File: config.mk
export PLATFORM = sky130hd
export DESIGN_NAME = mul_div_unit
export DESIGN_NICKNAME = d
export VERILOG_FILES = /design/src/rtl/alu_pkg.sv /design/src/rtl/mul_div_step.sv /design/src/rtl/mul_div_unit.sv
export SDC_FILE = /design/constraint.sdc
export NUM_CORES = 1
export LEC_CHECK = 0
export CORE_ASPECT_RATIO = 1.75
export CORE_MARGIN = 5
export CORE_UTILIZATION = 60
export DETAILED_ROUTE_END_ITERATION = 8
export PLACE_DENSITY = 0.92
export SYNTH_ARGS = -nofsm -noshare
export SYNTH_HDL_FRONTEND = slang
export SYNTH_SLANG_ARGS = --single-unit
File: constraint.sdc
create_clock -name Clk -period 3.95 [get_ports Clk]
set_clock_uncertainty 0.15 [all_clocks]
set_input_delay 0.5925 -clock Clk [delete_from_list [all_inputs] [get_ports Clk]]
set_output_delay 0.5925 -clock Clk [all_outputs]
set_load 0.1 [all_outputs]
File: src/rtl/alu_pkg.sv
// Shared ALU definitions for the execute stage.
// Holds the 4-bit ALU_Control operation codes produced by the ALU control
// decoder, the state encoding of the multi-cycle multiply/divide unit, and
// a helper that recognises the codes handled by that unit.
package alu_pkg;

   // ALU_Control operation codes
   localparam logic [3:0] ALU_AND = 4'b0000;
   localparam logic [3:0] ALU_OR  = 4'b0001;
   localparam logic [3:0] ALU_ADD = 4'b0010;
   localparam logic [3:0] ALU_XOR = 4'b0011;
   localparam logic [3:0] ALU_NOR = 4'b0100;
   localparam logic [3:0] ALU_MUL = 4'b0101;
   localparam logic [3:0] ALU_SUB = 4'b0110;
   localparam logic [3:0] ALU_SLT = 4'b0111;
   localparam logic [3:0] ALU_SLL = 4'b1000;
   localparam logic [3:0] ALU_SRL = 4'b1001;
   localparam logic [3:0] ALU_SRA = 4'b1010;
   localparam logic [3:0] ALU_DIV = 4'b1011;

   // Multiply/divide unit states
   localparam logic [1:0] IDLE = 2'd0;
   localparam logic [1:0] ITER = 2'd1;
   localparam logic [1:0] FIX  = 2'd2;

   // True for the operations that the multi-cycle unit executes
   function automatic logic is_mul_div(input logic [3:0] code);
      return (code == ALU_MUL) || (code == ALU_DIV);
   endfunction

endpackage

File: src/rtl/mul_div_step.sv
// One iteration of the unsigned shift-add multiplier / restoring divider.
// Purely combinational; the caller registers acc_next each cycle.
// Ports:
//   is_div   - 1 selects a divide step, 0 a multiply step
//   acc      - 2*WIDTH accumulator {high half, low half}
//              multiply: {partial product, remaining multiplier bits}
//              divide:   {partial remainder, dividend/quotient bits}
//   operand  - multiplicand magnitude (multiply) or divisor magnitude (divide)
//   acc_next - accumulator after this step (bit 0 left clear on divide)
//   q_bit    - quotient bit produced by a divide step, 0 on multiply
module mul_div_step #(
   parameter int WIDTH = 32
) (
   input  logic                 is_div,
   input  logic [2*WIDTH-1:0]   acc,
   input  logic [WIDTH-1:0]     operand,
   output logic [2*WIDTH-1:0]   acc_next,
   output logic                 q_bit
);

   logic [WIDTH:0]     sum;
   logic [2*WIDTH-1:0] shifted;
   logic [WIDTH:0]     trial;

   // Multiply: add the multiplicand into the high half when the current
   // multiplier bit (acc[0]) is set, keeping the carry so the right shift
   // brings it back into the top bit of the accumulator.
   // Divide: shift left, try subtracting the divisor from the high half;
   // a borrow in the extra top bit means restore (keep the shifted value).
   // The partial remainder stays below the divisor (at most 2^(WIDTH-1)),
   // so the shifted high half never overflows WIDTH bits.
   always_comb begin
      sum      = {1'b0, acc[2*WIDTH-1:WIDTH]} + (acc[0] ? {1'b0, operand} : '0);
      shifted  = {acc[2*WIDTH-2:0], 1'b0};
      trial    = {1'b0, shifted[2*WIDTH-1:WIDTH]} - {1'b0, operand};
      acc_next = '0;
      q_bit    = 1'b0;
      if (is_div) begin
         if (!trial[WIDTH]) begin
            acc_next = {trial[WIDTH-1:0], shifted[WIDTH-1:0]};
            q_bit    = 1'b1;
         end else begin
            acc_next = shifted;
         end
      end else begin
         acc_next = {sum, acc[WIDTH-1:1]};
      end
   end

endmodule

File: src/rtl/mul_div_unit.sv
// Multi-cycle signed multiply/divide unit for the execute stage.
// Works on operand magnitudes one bit per cycle and applies the signs at
// the end; stalls the pipeline while an operation is in flight.
// Ports:
//   Clk, Reset_n      - clock, asynchronous active-low reset
//   Start             - EX instruction valid (only looked at in IDLE)
//   ALU_Control       - operation code; MUL and DIV are accepted
//   A, B              - signed operands (multiplicand/dividend, multiplier/divisor)
//   Flush             - synchronous abort from a branch/jump flush
//   Busy              - operation in progress (registered)
//   Stall             - hold IF/ID/EX (combinational)
//   Done              - one-cycle completion pulse
//   Result, Hi        - low product/quotient and high product/remainder
//   DivByZero         - divide by zero flag, valid with Done
module mul_div_unit
   import alu_pkg::*;
#(
   parameter int WIDTH = 32
) (
   input  logic             Clk,
   input  logic             Reset_n,
   input  logic             Start,
   input  logic [3:0]       ALU_Control,
   input  logic [WIDTH-1:0] A,
   input  logic [WIDTH-1:0] B,
   input  logic             Flush,
   output logic             Busy,
   output logic             Stall,
   output logic             Done,
   output logic [WIDTH-1:0] Result,
   output logic [WIDTH-1:0] Hi,
   output logic             DivByZero
);

   localparam int CNT_W = $clog2(WIDTH);

   logic [1:0]         state;
   logic [CNT_W-1:0]   cnt;
   logic [2*WIDTH-1:0] acc;
   logic [WIDTH-1:0]   opb;
   logic               sa;
   logic               sb;
   logic               op_div;
   logic               dbz;

   logic               valid_code;
   logic               accept;
   logic               new_div;
   logic               b_zero;
   logic [WIDTH-1:0]   mag_a;
   logic [WIDTH-1:0]   mag_b;
   logic [2*WIDTH-1:0] step_acc;
   logic               step_q;
   logic [2*WIDTH-1:0] prod_signed;
   logic [WIDTH-1:0]   fix_res;
   logic [WIDTH-1:0]   fix_hi;

   mul_div_step #(.WIDTH(WIDTH)) u_step (
      .is_div   (op_div),
      .acc      (acc),
      .operand  (opb),
      .acc_next (step_acc),
      .q_bit    (step_q)
   );

   // Accept decode and operand magnitudes. A flush in the accept cycle
   // kills the instruction, but the stall request still follows Start so
   // the hazard logic sees a consistent hold until the flush lands.
   always_comb begin
      valid_code = is_mul_div(ALU_Control);
      accept     = (state == IDLE) && Start && valid_code && !Flush;
      new_div    = (ALU_Control == ALU_DIV);
      b_zero     = (B == '0);
      mag_a      = A[WIDTH-1] ? -A : A;
      mag_b      = B[WIDTH-1] ? -B : B;
      Stall      = ((state == IDLE) && Start && valid_code) | Busy;
   end

   // Final sign correction. On a divide by zero the dividend magnitude is
   // still sitting untouched in the low half, so re-applying its sign
   // recovers the original A for Hi.
   always_comb begin
      prod_signed = (sa ^ sb) ? -acc : acc;
      fix_res     = '0;
      fix_hi      = '0;
      if (!op_div) begin
         fix_res = prod_signed[WIDTH-1:0];
         fix_hi  = prod_signed[2*WIDTH-1:WIDTH];
      end else if (dbz) begin
         fix_res = '1;
         fix_hi  = sa ? -acc[WIDTH-1:0] : acc[WIDTH-1:0];
      end else begin
         fix_res = (sa ^ sb) ? -acc[WIDTH-1:0] : acc[WIDTH-1:0];
         fix_hi  = sa ? -acc[2*WIDTH-1:WIDTH] : acc[2*WIDTH-1:WIDTH];
      end
   end

   // Control FSM and datapath registers. Multiply keeps the multiplier in
   // the low half of the accumulator and the multiplicand in opb; divide
   // keeps the dividend in the low half and the divisor in opb. A divide
   // by zero skips the iterations and goes straight to FIX. Flush wins
   // over completion, and Result/Hi only change on a real completion.
   always_ff @(posedge Clk or negedge Reset_n) begin
      if (!Reset_n) begin
         state     <= IDLE;
         cnt       <= '0;
         acc       <= '0;
         opb       <= '0;
         sa        <= 1'b0;
         sb        <= 1'b0;
         op_div    <= 1'b0;
         dbz       <= 1'b0;
         Busy      <= 1'b0;
         Done      <= 1'b0;
         Result    <= '0;
         Hi        <= '0;
         DivByZero <= 1'b0;
      end else begin
         Done <= 1'b0;
         case (state)
            IDLE: begin
               if (accept) begin
                  sa        <= A[WIDTH-1];
                  sb        <= B[WIDTH-1];
                  op_div    <= new_div;
                  dbz       <= new_div && b_zero;
                  acc       <= {{WIDTH{1'b0}}, (new_div ? mag_a : mag_b)};
                  opb       <= new_div ? mag_b : mag_a;
                  cnt       <= CNT_W'(WIDTH - 1);
                  Busy      <= 1'b1;
                  DivByZero <= 1'b0;
                  state     <= (new_div && b_zero) ? FIX : ITER;
               end
            end
            ITER: begin
               if (Flush) begin
                  Busy  <= 1'b0;
                  state <= IDLE;
               end else begin
                  acc <= {step_acc[2*WIDTH-1:1], step_acc[0] | step_q};
                  cnt <= cnt - 1'b1;
                  if (cnt == '0) begin
                     state <= FIX;
                  end
               end
            end
            FIX: begin
               Busy  <= 1'b0;
               state <= IDLE;
               if (!Flush) begin
                  Result    <= fix_res;
                  Hi        <= fix_hi;
                  DivByZero <= dbz;
                  Done      <= 1'b1;
               end
            end
            default: begin
               Busy  <= 1'b0;
               state <= IDLE;
            end
         endcase
      end
   end

endmodule

* Word level (Yosys, flattened, before mapping) *
Cells that the tools add are included.

word-level totals
  flip-flop bits (word level) = 174
  bits in latches = 0
  RAM bits = 0
  bits in read-only memories = 0
  output and inout bits = 68
  word-level logic and storage cells = 87
  memories = 0

operators by class
  add/sub/neg operators = 8
  $mul = 0
  div/mod/pow operators = 0
  $lt $le $gt $ge = 0
  eq/ne operators = 9
  shift operators = 0
  mux-type cells = 36
  bitwise gates (word level) = 4
  reduce and logical (&&, ||, !) cells = 17

operator list
  cell                                               number
  2-to-1 mux 32 bit                                  12
  2-to-1 mux 64 bit                                  5
  negation 32 bit                                    4
  one-hot mux 64 bit (2 select lines)                1
  negation 64 bit                                    1
  adder 32 x 33 -> 33 bit                            1
  subtractor 32 x 32 -> 33 bit                       1
  zero test 32 bit                                   1
  2-to-1 mux 5 bit                                   2
  one-hot mux 5 bit (2 select lines)                 1
  2-to-1 mux 1 bit                                   8
  2-to-1 mux 2 bit                                   4
  inequality test 2 bit (second input constant)      4
  AND reduction 2 bit                                4
  AND reduction 3 bit                                2
  zero test 5 bit                                    1
  subtractor 5 x 1 -> 5 bit (second input constant)  1
  == test 4 x 3 -> 1 bit (second input constant)     1
  == test 4 bit (second input constant)              1
  logical AND 1 bit                                  4
  one-hot mux 1 bit (2 select lines)                 2
  one-hot mux 2 bit (2 select lines)                 1
  nonzero test 2 bit                                 2
  inequality test 3 bit (second input constant)      1
  other kinds (8)                                    9

* Depth between registers and ports, before layout *
Gate-level depths: netlist of the first run.

  word-level depth = 6
  gate-level depth with buffers = 14
  depth with buffers taken out = 13

* By module *
A second synthesis of the first run with hierarchy kept.

unflattened totals
  cells, all modules = 2165
  area total of the unflattened synthesis = 17005.1 um^2

modules (own cells, without submodules)
  module        instances  cells an instance  area an instance (um^2)
  mul_div_unit  1          1478               12299.3
  mul_div_step  1          687                4705.8

* Worst setup path before layout of the first run *
No wires, ideal clock.

  kind = register to register
  start point = reg acc[0]
  end point = reg Hi[20]
  library setup time = 0.095 ns
  arrival = 3.282 ns
  setup slack = 0.423 ns
  stages on the path, launching flop included = 13
  buffers on the path = 2
  period minus slack after synthesis = 3.527 ns
  cell sequence = dfrtp_1 -> inv_1 -> buf_1 -> ha_1 -> or3b_2 -> or4_1 -> nor2_1 -> nand3_1 -> clkbuf_1 -> o41ai_1 -> xnor2_1 -> nor2_1 -> o31ai_1

on the way
  word-level cells in the longest chain between the ends = 4
  elaborated cells between the ends (all ways) = 6
  classes of those cells = add/sub (2); mux (4)

RTL lines
  item                    RTL line             text
  start, declared         mul_div_unit.sv:39   logic [2*WIDTH-1:0] acc;
  start signal, assigned  mul_div_unit.sv:127  acc <= {{WIDTH{1'b0}}, (new_div ? mag_a : mag_b)};
  start signal, assigned  mul_div_unit.sv:140  acc <= {step_acc[2*WIDTH-1:1], step_acc[0] | step_q};
  negation 32 bit         mul_div_unit.sv:91   fix_hi = sa ? -acc[WIDTH-1:0] : acc[WIDTH-1:0];
  2-to-1 mux 32 bit       mul_div_unit.sv:91
  2-to-1 mux 32 bit       mul_div_unit.sv:89   end else if (dbz) begin
  2-to-1 mux 32 bit (*)   mul_div_unit.sv:86   if (!op_div) begin
  end signal, assigned    mul_div_unit.sv:152  Hi <= fix_hi;
  end, declared           mul_div_unit.sv:31   output logic [WIDTH-1:0] Hi,

Mark *: on every way between the ends. The rest lies on a longest branch, timed or not.
A chain may end at the register's enable or synchronous reset.

* Worst setup path in the final report of the first run *
  start point = reg acc[0]
  end point = reg acc[57]

on the way
  word-level cells in the longest chain between the ends = 5

RTL lines
  item                                 RTL line             text
  2-to-1 mux 32 bit                    mul_div_step.sv:33   sum = {1'b0, acc[2*WIDTH-1:WIDTH]} + (acc[0] ? {1'b0, operand} : '0);
  adder 32 x 33 -> 33 bit              mul_div_step.sv:33
  2-to-1 mux 64 bit                    mul_div_step.sv:38   if (is_div) begin
  2-to-1 mux 64 bit                    mul_div_unit.sv:136  if (Flush) begin
  one-hot mux 64 bit (2 select lines)  mul_div_unit.sv:120  case (state)

No other way between the ends. The select of a mux whose other input is x is not followed.

==> results of run 1 <==
-- final timing paths --
check                           slack, ps                from  cells past startpoint                    end
min in group Clk                      340  Hi[31]$_DFFE_PN0P_                      1     Hi[31]$_DFFE_PN0P_
worst max-delay path                  150  acc[0]$_DFFE_PN0P_                     14    acc[57]$_DFFE_PN0P_
worst min register to register        340  Hi[31]$_DFFE_PN0P_                      1     Hi[31]$_DFFE_PN0P_
worst min-delay path                   20             Reset_n                      1  Result[5]$_DFFE_PN0P_
max in group asynchronous            2750             Reset_n                      2    acc[49]$_DFFE_PN0P_
worst max register to register        150  acc[0]$_DFFE_PN0P_                     14    acc[57]$_DFFE_PN0P_
-- state kept, by name, summed over array words and instances (netlist names), 2 cells and up --
register	flops
acc	64
Hi	32
Result	32
opb	32
cnt	5
state	2
-- metal layers --
layer	GRT usage [%]	up-vias	share of wire [%]
li1	-	7656	-
met1	43.69	7905	35
met2	68.15	853	49
met3	4.614	285	6.9
met4	32.91	0	9.7
met5	0	-	0
-- layout make-up --
| class | instances | share of cell area (%) |
|---|---|---|
| timing repair buffer | 253 | 12.49 |
| multi-input combinational | 1703 | 57.86 |
| clock buffer | 19 | 2.370 |
| inverter | 56 | 1.125 |
| tap | 324 | 2.169 |
| clock inverter | 12 | 0.6494 |
| sequential | 174 | 23.32 |
| antenna | 1 | 0.01339 |
-- cells in the final DEF (no fill, tap or decap), types with 14 or more instances in the layout --
cell | netlist | layout
sky130_fd_sc_hd__o211ai_1 | 44 | 44
sky130_fd_sc_hd__nor4_1 | 14 | 14
sky130_fd_sc_hd__ha_1 | 71 | 71
sky130_fd_sc_hd__nand2b_1 | 19 | 19
sky130_fd_sc_hd__nand3_1 | 25 | 24
sky130_fd_sc_hd__clkdlybuf4s50_1 | 0 | 137
sky130_fd_sc_hd__o21ai_0 | 208 | 208
sky130_fd_sc_hd__o31ai_1 | 40 | 40
sky130_fd_sc_hd__dfrtp_1 | 174 | 172
sky130_fd_sc_hd__nand4_1 | 15 | 15
sky130_fd_sc_hd__a211oi_1 | 30 | 30
sky130_fd_sc_hd__clkbuf_16 | 0 | 17
sky130_fd_sc_hd__inv_1 | 56 | 56
sky130_fd_sc_hd__buf_4 | 0 | 108
sky130_fd_sc_hd__a21o_1 | 25 | 25
sky130_fd_sc_hd__nor3_1 | 37 | 37
sky130_fd_sc_hd__nor2_1 | 201 | 198
sky130_fd_sc_hd__mux2i_1 | 49 | 49
sky130_fd_sc_hd__or3_1 | 26 | 26
sky130_fd_sc_hd__mux2_2 | 15 | 15
sky130_fd_sc_hd__xnor2_1 | 117 | 117
sky130_fd_sc_hd__a21oi_1 | 185 | 184
sky130_fd_sc_hd__or4_1 | 14 | 14
sky130_fd_sc_hd__xor2_1 | 114 | 113
sky130_fd_sc_hd__a31oi_1 | 20 | 20
sky130_fd_sc_hd__nand2_1 | 257 | 257
-- metrics by stage --
step,util [%],cell area [um2]
after global routing,70.81,18690
after floorplan,-,15960
final,70.82,18690
after CTS,70.80,18680
after global placement,68.66,18120
after detailed placement,68.66,18120
-- power by group through the flow --
stage / registers, mW / clock network, mW / logic, mW
after floorplan: 2.85 / 0 / 5.00
after global placement: 2.73 / 0 / 7.42
after detailed placement: 2.76 / 0 / 7.54
after CTS: 2.72 / 1.68 / 7.59
after global routing: 2.79 / 1.75 / 8.33
final: 2.75 / 1.67 / 7.76
-- critical path: stages (launching register included) --
cell	delay, ps
sky130_fd_sc_hd__dfrtp_1	420
sky130_fd_sc_hd__and2_1	150
sky130_fd_sc_hd__ha_1	180
sky130_fd_sc_hd__inv_1	70
sky130_fd_sc_hd__fa_1	410
sky130_fd_sc_hd__nor2b_1	250
sky130_fd_sc_hd__o31ai_1	100
sky130_fd_sc_hd__buf_4	160
sky130_fd_sc_hd__a211oi_1	520
sky130_fd_sc_hd__o2111ai_1	220
sky130_fd_sc_hd__a31oi_1	210
sky130_fd_sc_hd__a211oi_1	90
sky130_fd_sc_hd__xnor2_1	230
sky130_fd_sc_hd__nor3_1	80
sky130_fd_sc_hd__a2111oi_0	420
-- logic make-up (layout without fill, tap and decap cells) --
family / Yosys count / count (layout)
multiplexers: 65 / 65
other: 0 / 1
adder cells (fa/ha/maj): 73 / 73
buffers and inverters: 215 / 340
AND/OR/NAND/NOR: 673 / 673
XOR/XNOR: 231 / 231
flip-flops: 174 / 174
AO/OA/AOI/OAI: 661 / 661
==> metrics.md, run 1 <==
| Metric | Value |
|---|---|
| Crit Path Class | register to register |
| Placed cell count | 2510 |
| Routed wire length | 60540 um |
| Filler cell count in the final layout | 2190 |
| Number of H-tree levels | 4 |
| Power share of the combinational group | 63.7% |
| Cell Rows | 79 |
| Net switching power | 6.183 mW |
| Actual slew at the worst max-slew pin | 1066 ps |
| Share of the clock period used by the worst path | 96.30% |
| Post-synthesis compound-gate area fraction | 25.39% |
| Area fraction of the dominant cell type after synthesis | 27.27% |
| Total vias in the final route | 16700 |
| Number of buffers added by the clock tree synthesis step | 17 |
| Leftover overflow at the end of global routing | 0 |
| Final routed DRC violation total | 0 |
| Share of total power in sequential cells | 22.5% |
| Starting density of the core | 60.49% |
| Die Outline Area | 30100 um2 |
| Top-level port count | 140 |
| Proportion of register bits with asynchronous set or reset after synthesis | 100.0% |
| Simple logic cell fraction of the synthesized area | 19.33% |
| Pre-antenna DRT Iters | 6 |
| Antenna Nets Post-Route | 0 |
| Cell Area, Synth | 15960 um2 |
| Yosys warning count | 0 |
| Core area | 26390 um2 |
| Port Buffer Count | 139 |
| Post-synthesis cell type count | 77 |
| Layout cell share with drive strength beyond 1 | 8.976% |
| TritonCTS clock tree | built |
| Main combinational cell family by area after synthesis | compound AO/OA/AOI/OAI gates |
| Number of enable flip-flop cells after synthesis | 0 |
| Initial antenna violation count | 1 |
| Arithmetic-cell share of the synthesized area counting full adders, half adders and majority gates | 5.816% |
| # hold bufs at CTS | 0 |
| Final total power | 12.18 mW |
| Post-CTS clock slew at the launch and capture registers of the worst setup and hold paths | 70 ps |
| Shortest period the worst path allows | 3804 ps |
| Peak fanout along the critical path | 6 |
| Share of total power in the clock network | 13.7% |
| Via-per-instance ratio | 6.569 |
| Gate count of the mapped netlist | 2092 |
| WL per Instance | 23.82 um |
| Number of setup buffers added after CTS | 0 |
| Signed area change from the synthesized netlist to the final layout | 17.07% |
| Post_cts resized | 0 |
| Final net count | 2350 |
| P_int | 5.996 mW |
| Maximum number of pins on one net before global-route repair | 81 |
| Combined flip-flop and latch cell area | 4359 um2 |
| Setup crit end kind | register |
| Combined area of the multi-input logic cells | 10810 um2 |
| Worst vdd ir | 0.4836 mV |
| Proportion of total power due to net switching | 50.77% |
| Worst slew slack as a fraction of its limit | 28.84% |
| DRT iter0 DRCs | 1689 |
| HPWL after DPL | 47430 um |
| Via count of the first global-routing pass | 16410 |
| Max frequency | 0.2629 GHz |
| Sinks on the clock net | 174 |
| Most instantiated flip-flop cell in the synthesis netlist | sky130_fd_sc_hd__dfrtp_1 |
| Dominant cell type by area after synthesis | sky130_fd_sc_hd__dfrtp_1 |
| Synthesized area per cell | 7.631 um2 |
| Required time at the endpoint of the critical path | 4110 ps |
| Final cell count without fillers | 2542 |
| Smallest setup slack after layout | 146.2 ps |
| Post-route worst hold slack | 16.93 ps |
| Master cell of the clock root buffer | sky130_fd_sc_hd__clkbuf_16 |
| Y dimension of the die | 225.8 um |
| Outcome | complete, no violations |
| Total of max-cap violations | 0 |
| Post-Place Worst Slack | 125.6 ps |
| Number of hold violations in the final report | 0 |
| Most used standard cell by instance count after synthesis | sky130_fd_sc_hd__nand2_1 |
| Post-synth net total | 2237 |
| CP arrival | 3960 ps |
| Post-synthesis share of cell area spent on xor and xnor gates | 12.67% |
| Multiplexer share of the synthesized area | 4.271% |
| Class of the most critical hold timing path | input pin to async pin |
| Total Negative Setup Slacks | 0 ps |
| Cell types with the highest counts after synthesis | sky130_fd_sc_hd__nand2_1, sky130_fd_sc_hd__o21ai_0, sky130_fd_sc_hd__nor2_1 |
| Lkg Pwr | 7.978 nW |
| Placer Congestion | 0.9975 |
| Later-pin clock latency in the skew report | 460 ps |
| Power density relative to cell area | 651.7 nW/um2 |
| Aggregate global-route resource usage | 39.67% |
| Worst-case clock buffer depth | 2 |
| Area contributors post-synth | sky130_fd_sc_hd__dfrtp_1, sky130_fd_sc_hd__o21ai_0, sky130_fd_sc_hd__xnor2_1 |
| Die width | 133.3 um |
| Final setup violation count | 0 |
| Final-report max-slew violation count | 0 |
| Global-route wire length before repair | 91890 um |
| Worst setup SP type | register |
| RSZ-0062 raised after global routing | no |
| Seq/Total Area, Yosys | 27.27% |
| Number of flip-flops and latches in the synthesized netlist | 174 |
(Power assumes the default switching activity.)
==> run 2, diff against run 1 <==
--- a/config.mk
+++ b/config.mk
@@ -9,7 +9,8 @@
 export CORE_MARGIN = 5
 export CORE_UTILIZATION = 60
 export DETAILED_ROUTE_END_ITERATION = 8
-export PLACE_DENSITY = 0.92
+export PLACE_DENSITY_LB_ADDON = 0.1
 export SYNTH_ARGS = -nofsm -noshare
 export SYNTH_HDL_FRONTEND = slang
+export SYNTH_HIERARCHICAL = 1
 export SYNTH_SLANG_ARGS = --single-unit
==> metrics.md, run 2 <==
| Metric | Value |
|---|---|
| Peak fanout along the critical path | 11 (+5) |
| Required time at the endpoint of the critical path | 4150 ps (+40 ps) |
| Worst-case clock buffer depth | 2 (unchanged) |
| Share of total power in sequential cells | 22.1% (-0.4 points) |
| DRT iter0 DRCs | 2241 (+33%) |
| Master cell of the clock root buffer | sky130_fd_sc_hd__clkbuf_16 |
| Placer Congestion | 1.056 (+5.8%) |
| Total vias in the final route | 18880 (+13%) |
| Worst vdd ir | 0.6460 mV (+34%) |
| Number of buffers added by the clock tree synthesis step | 17 (unchanged) |
| Post-synthesis compound-gate area fraction | 26.18% (+0.79 points) |
| Cell-by-cell trace of the critical path | ha_1, a21oi_1, o21ai_0, nor3_1, a311o_1, a21oi_1, o311ai_1, a22oi_1, a22o_1 |
| Final net count | 2414 (+2.7%) |
| WL per Instance | 26.87 um (+13%) |
| Leftover overflow at the end of global routing | 0 (unchanged) |
| Lkg Pwr | 8.317 nW (+4.3%) |
| Final-report max-slew violation count | 0 (unchanged) |
| Number of setup buffers added after CTS | 0 (unchanged) |
| Later-pin clock latency in the skew report | 470 ps (about the same) |
| Share of the clock period used by the worst path | 94.64% (-1.7 points) |
| Die width | 137.3 um (+3.0%) |
| Total Negative Setup Slacks | 0 ps (unchanged) |
| Max frequency | 0.2675 GHz (+1.7%) |
| Worst r2r src | acc[44]$_DFFE_PN0P_ |
| Dominant cell type by area after synthesis | sky130_fd_sc_hd__dfrtp_1 |
| Class of the most critical hold timing path | register to register |
| Register ranked first by flip-flop count | acc |
| Seq/Total Area, Yosys | 25.61% (-1.7 points) |
| Cell Rows | 81 (+2.5%) |
| Crit Path Class | register to register |
| Outcome | complete, no violations |
| Core area | 27970 um2 (+6.0%) |
| Power density relative to cell area | 676.8 nW/um2 (+3.9%) |
| Pre-antenna DRT Iters | 6 (unchanged) |
| Proportion of total power due to net switching | 53.05% (+2.3 points) |
| Y dimension of the die | 232.7 um (+3.1%) |
| Arithmetic-cell share of the synthesized area counting full adders, half adders and majority gates | 5.312% (-0.50 points) |
| Sinks on the clock net | 174 (unchanged) |
| Actual slew at the worst max-slew pin | 1136 ps (+69.52 ps) |
| Share of total power in the clock network | 13.8% (about the same) |
| Final setup violation count | 0 (unchanged) |
| Layout cell share with drive strength beyond 1 | 10.81% (+1.8 points) |
| Signed area change from the synthesized netlist to the final layout | 16.43% |
| Top library cells by usage in the layout, fill and taps aside | sky130_fd_sc_hd__nand2_1, sky130_fd_sc_hd__dfrtp_1, sky130_fd_sc_hd__nor2_1, sky130_fd_sc_hd__a21oi_1, sky130_fd_sc_hd__clkdlybuf4s50_1 |
| Via-per-instance ratio | 7.102 (+8.1%) |
| Post-synthesis share of cell area spent on xor and xnor gates | 9.322% (-3.4 points) |
| Power share of the combinational group | 64.1% (+0.4 points) |
| Cell types with the highest counts after synthesis | sky130_fd_sc_hd__nand2_1, sky130_fd_sc_hd__dfrtp_1, sky130_fd_sc_hd__nor2_1 |
| P_int | 6.291 mW (+4.9%) |
| Antenna Nets Post-Route | 0 (unchanged) |
| HPWL after DPL | 54220 um (+14%) |
| Number of flip-flops and latches in the synthesized netlist | 174 (unchanged) |
| Die Outline Area | 31940 um2 (+6.1%) |
| Source of the critical timing path | acc[44]$_DFFE_PN0P_ |
| Most used standard cell by instance count after synthesis | sky130_fd_sc_hd__nand2_1 |
| Worst reg2reg endpoint | acc[58]$_DFFE_PN0P_ |
| Routed wire length | 71430 um (+18%) |
| Post-route worst hold slack | 354.3 ps (+337.4 ps) |
| Cell Area, Synth | 17010 um2 (+6.5%) |
| Area fraction of the dominant cell type after synthesis | 25.61% (-1.7 points) |
| Cell with the largest stage delay on the worst path | sky130_fd_sc_hd__dfrtp_1 |
| Yosys warning count | 6 (+6) |
| Worst setup SP type | register |
| Via count of the first global-routing pass | 18470 (+13%) |
| Synthesized area per cell | 7.855 um2 (+2.9%) |
| RSZ-0062 raised after global routing | no |
| Initial antenna violation count | 1 (unchanged) |
| Most common library cell in the layout ignoring fill and taps | sky130_fd_sc_hd__nand2_1 |
| Aggregate global-route resource usage | 44.35% (+4.7 points) |
| Critical path's most frequent cell | sky130_fd_sc_hd__a21oi_1 |
| TritonCTS clock tree | built |
| Number of enable flip-flop cells after synthesis | 0 (unchanged) |
| Post-CTS clock slew at the launch and capture registers of the worst setup and hold paths | 80 ps (about the same) |
| Multiplexer share of the synthesized area | 5.820% (+1.5 points) |
| Flip-flop count of the largest register after layout | 64 (unchanged) |
| Worst path bufs/invs | 0 (-2) |
| Placed standard-cell area | 19150 um2 (+5.7%) |
| Post-Route Utilization | 70.78% (about the same) |
| Crit. path cell count | 9 (-5) |
| Most instantiated flip-flop cell in the synthesis netlist | sky130_fd_sc_hd__dfrtp_1 |
| Worst R2R Setup Slack | 210 ps (+70 ps) |
| Count of cells along the worst hold path | 2 |
| Area contributors post-synth | sky130_fd_sc_hd__dfrtp_1, sky130_fd_sc_hd__xnor2_1, sky130_fd_sc_hd__ha_1 |
| Worst slew slack as a fraction of its limit | 24.04% (-4.8 points) |
| Number of H-tree levels | 4 (unchanged) |
| Top-level port count | 140 (unchanged) |
| Simple logic cell fraction of the synthesized area | 22.29% (+3.0 points) |
| Final total power | 13.40 mW (+10%) |
| Port Buffer Count | 139 (unchanged) |
| Largest stage delay on the critical path | 680 ps (+160 ps) |
| Maximum number of pins on one net before global-route repair | 86 (+6.2%) |
| Post-synthesis cell type count | 98 (+27%) |
| Global-route wire length before repair | 106800 um (+16%) |
| Shortest period the worst path allows | 3738 ps (-65.41 ps) |
| Gate count of the mapped netlist | 2165 (+3.5%) |
| Net switching power | 7.109 mW (+15%) |
| Cell type group with the largest total delay on the critical path | compound AO/OA/AOI/OAI gates |
| Post-synth net total | 2308 (+3.2%) |
| CP arrival | 3940 ps (-20 ps) |
| Setup crit end kind | register |
| Worst R2R Path Depth | 9 (-5) |
| Starting density of the core | 60.79% (+0.30 points) |
| Main combinational cell family by area after synthesis | compound AO/OA/AOI/OAI gates |
| Proportion of register bits with asynchronous set or reset after synthesis | 100.0% (unchanged) |
| Final routed DRC violation total | 0 (unchanged) |
| Destination of the critical timing path | acc[58]$_DFFE_PN0P_ |
| Number of hold violations in the final report | 0 (unchanged) |
| Total of max-cap violations | 0 (unchanged) |
| Post-route standard cell area excluding fillers | 19800 um2 (+5.9%) |
[run 2: worst register-to-register path, stage by stage, from the launching register on]
cell and delay [ps]:
sky130_fd_sc_hd__dfrtp_1 680, sky130_fd_sc_hd__ha_1 420, sky130_fd_sc_hd__a21oi_1 330, sky130_fd_sc_hd__o21ai_0 150
sky130_fd_sc_hd__nor3_1 500, sky130_fd_sc_hd__a311o_1 330, sky130_fd_sc_hd__a21oi_1 120, sky130_fd_sc_hd__o311ai_1 520
sky130_fd_sc_hd__a22oi_1 190, sky130_fd_sc_hd__a22o_1 240
[run 2: power groups by stage]
stage | clock network [mW] | logic [mW] | registers (mW)
after floorplan | 0 | 5.81 | 2.53
after global placement | 0 | 8.04 | 2.92
after detailed placement | 0 | 8.18 | 2.93
after CTS | 1.84 | 8.24 | 2.89
after global routing | 1.92 | 9.09 | 2.98
final | 1.84 | 8.59 | 2.96
[run 2: kinds of logic (layout without fill, tap and decap cells)]
| logic type | count (synthesis) | after routing |
|---|---|---|
| xor+xnor | 181 | 181 |
| buf+inv | 235 | 354 |
| other cells | 0 | 1 |
| compound gates | 657 | 657 |
| mux | 92 | 92 |
| flops | 174 | 174 |
| fa+ha+maj | 71 | 71 |
| simple gates | 755 | 755 |
[run 2: worst min-delay path by stage]
stage / startpoint / endpoint / slack, ps
after floorplan: Reset_n / Busy$_DFFE_PN0P_ / 150
after global placement: Hi[3]$_DFFE_PN0P_ / Hi[3]$_DFFE_PN0P_ / 330
after detailed placement: Hi[3]$_DFFE_PN0P_ / Hi[3]$_DFFE_PN0P_ / 330
after CTS: Hi[10]$_DFFE_PN0P_ / Hi[10]$_DFFE_PN0P_ / 360
after global routing: Hi[11]$_DFFE_PN0P_ / Hi[11]$_DFFE_PN0P_ / 380
final: Hi[10]$_DFFE_PN0P_ / Hi[10]$_DFFE_PN0P_ / 350
[run 2: layout make-up]
class                           count  area (um2)
Tap cell                          373       466.7
Fill cell                        2364        8173
Inverter                           71       266.5
Clock buffer                       17       425.4
Timing Repair Buffer              251        2296
Sequential cell                   174        4357
Clock inverter                     15       206.4
Antenna cell                        1       2.502
Multi-Input combinational cell   1756       11780
[run 2: layer usage]
metal	vias up	track usage, %	wire [um]
li1	8198	-	-
met1	8889	48.33	23180
met2	1330	70.73	33040
met3	458	10.49	7181
met4	2	39.04	8016
met5	-	0	11
[run 2: timing repair]
action	4_1_cts	5_1_grt
endpoints found under the setup margin	0	2
gates resized for setup	0	2
hold buffers	1	0
endpoints found under the hold margin	45	0
[run 2: stage by stage]
stage	worst slack, ps	std cells
final	211.6	2658
after CTS	151.3	2657
after global routing	79.69	2657
after global placement	224.0	2624
after detailed placement	177.7	2624
after floorplan	716.0	2165
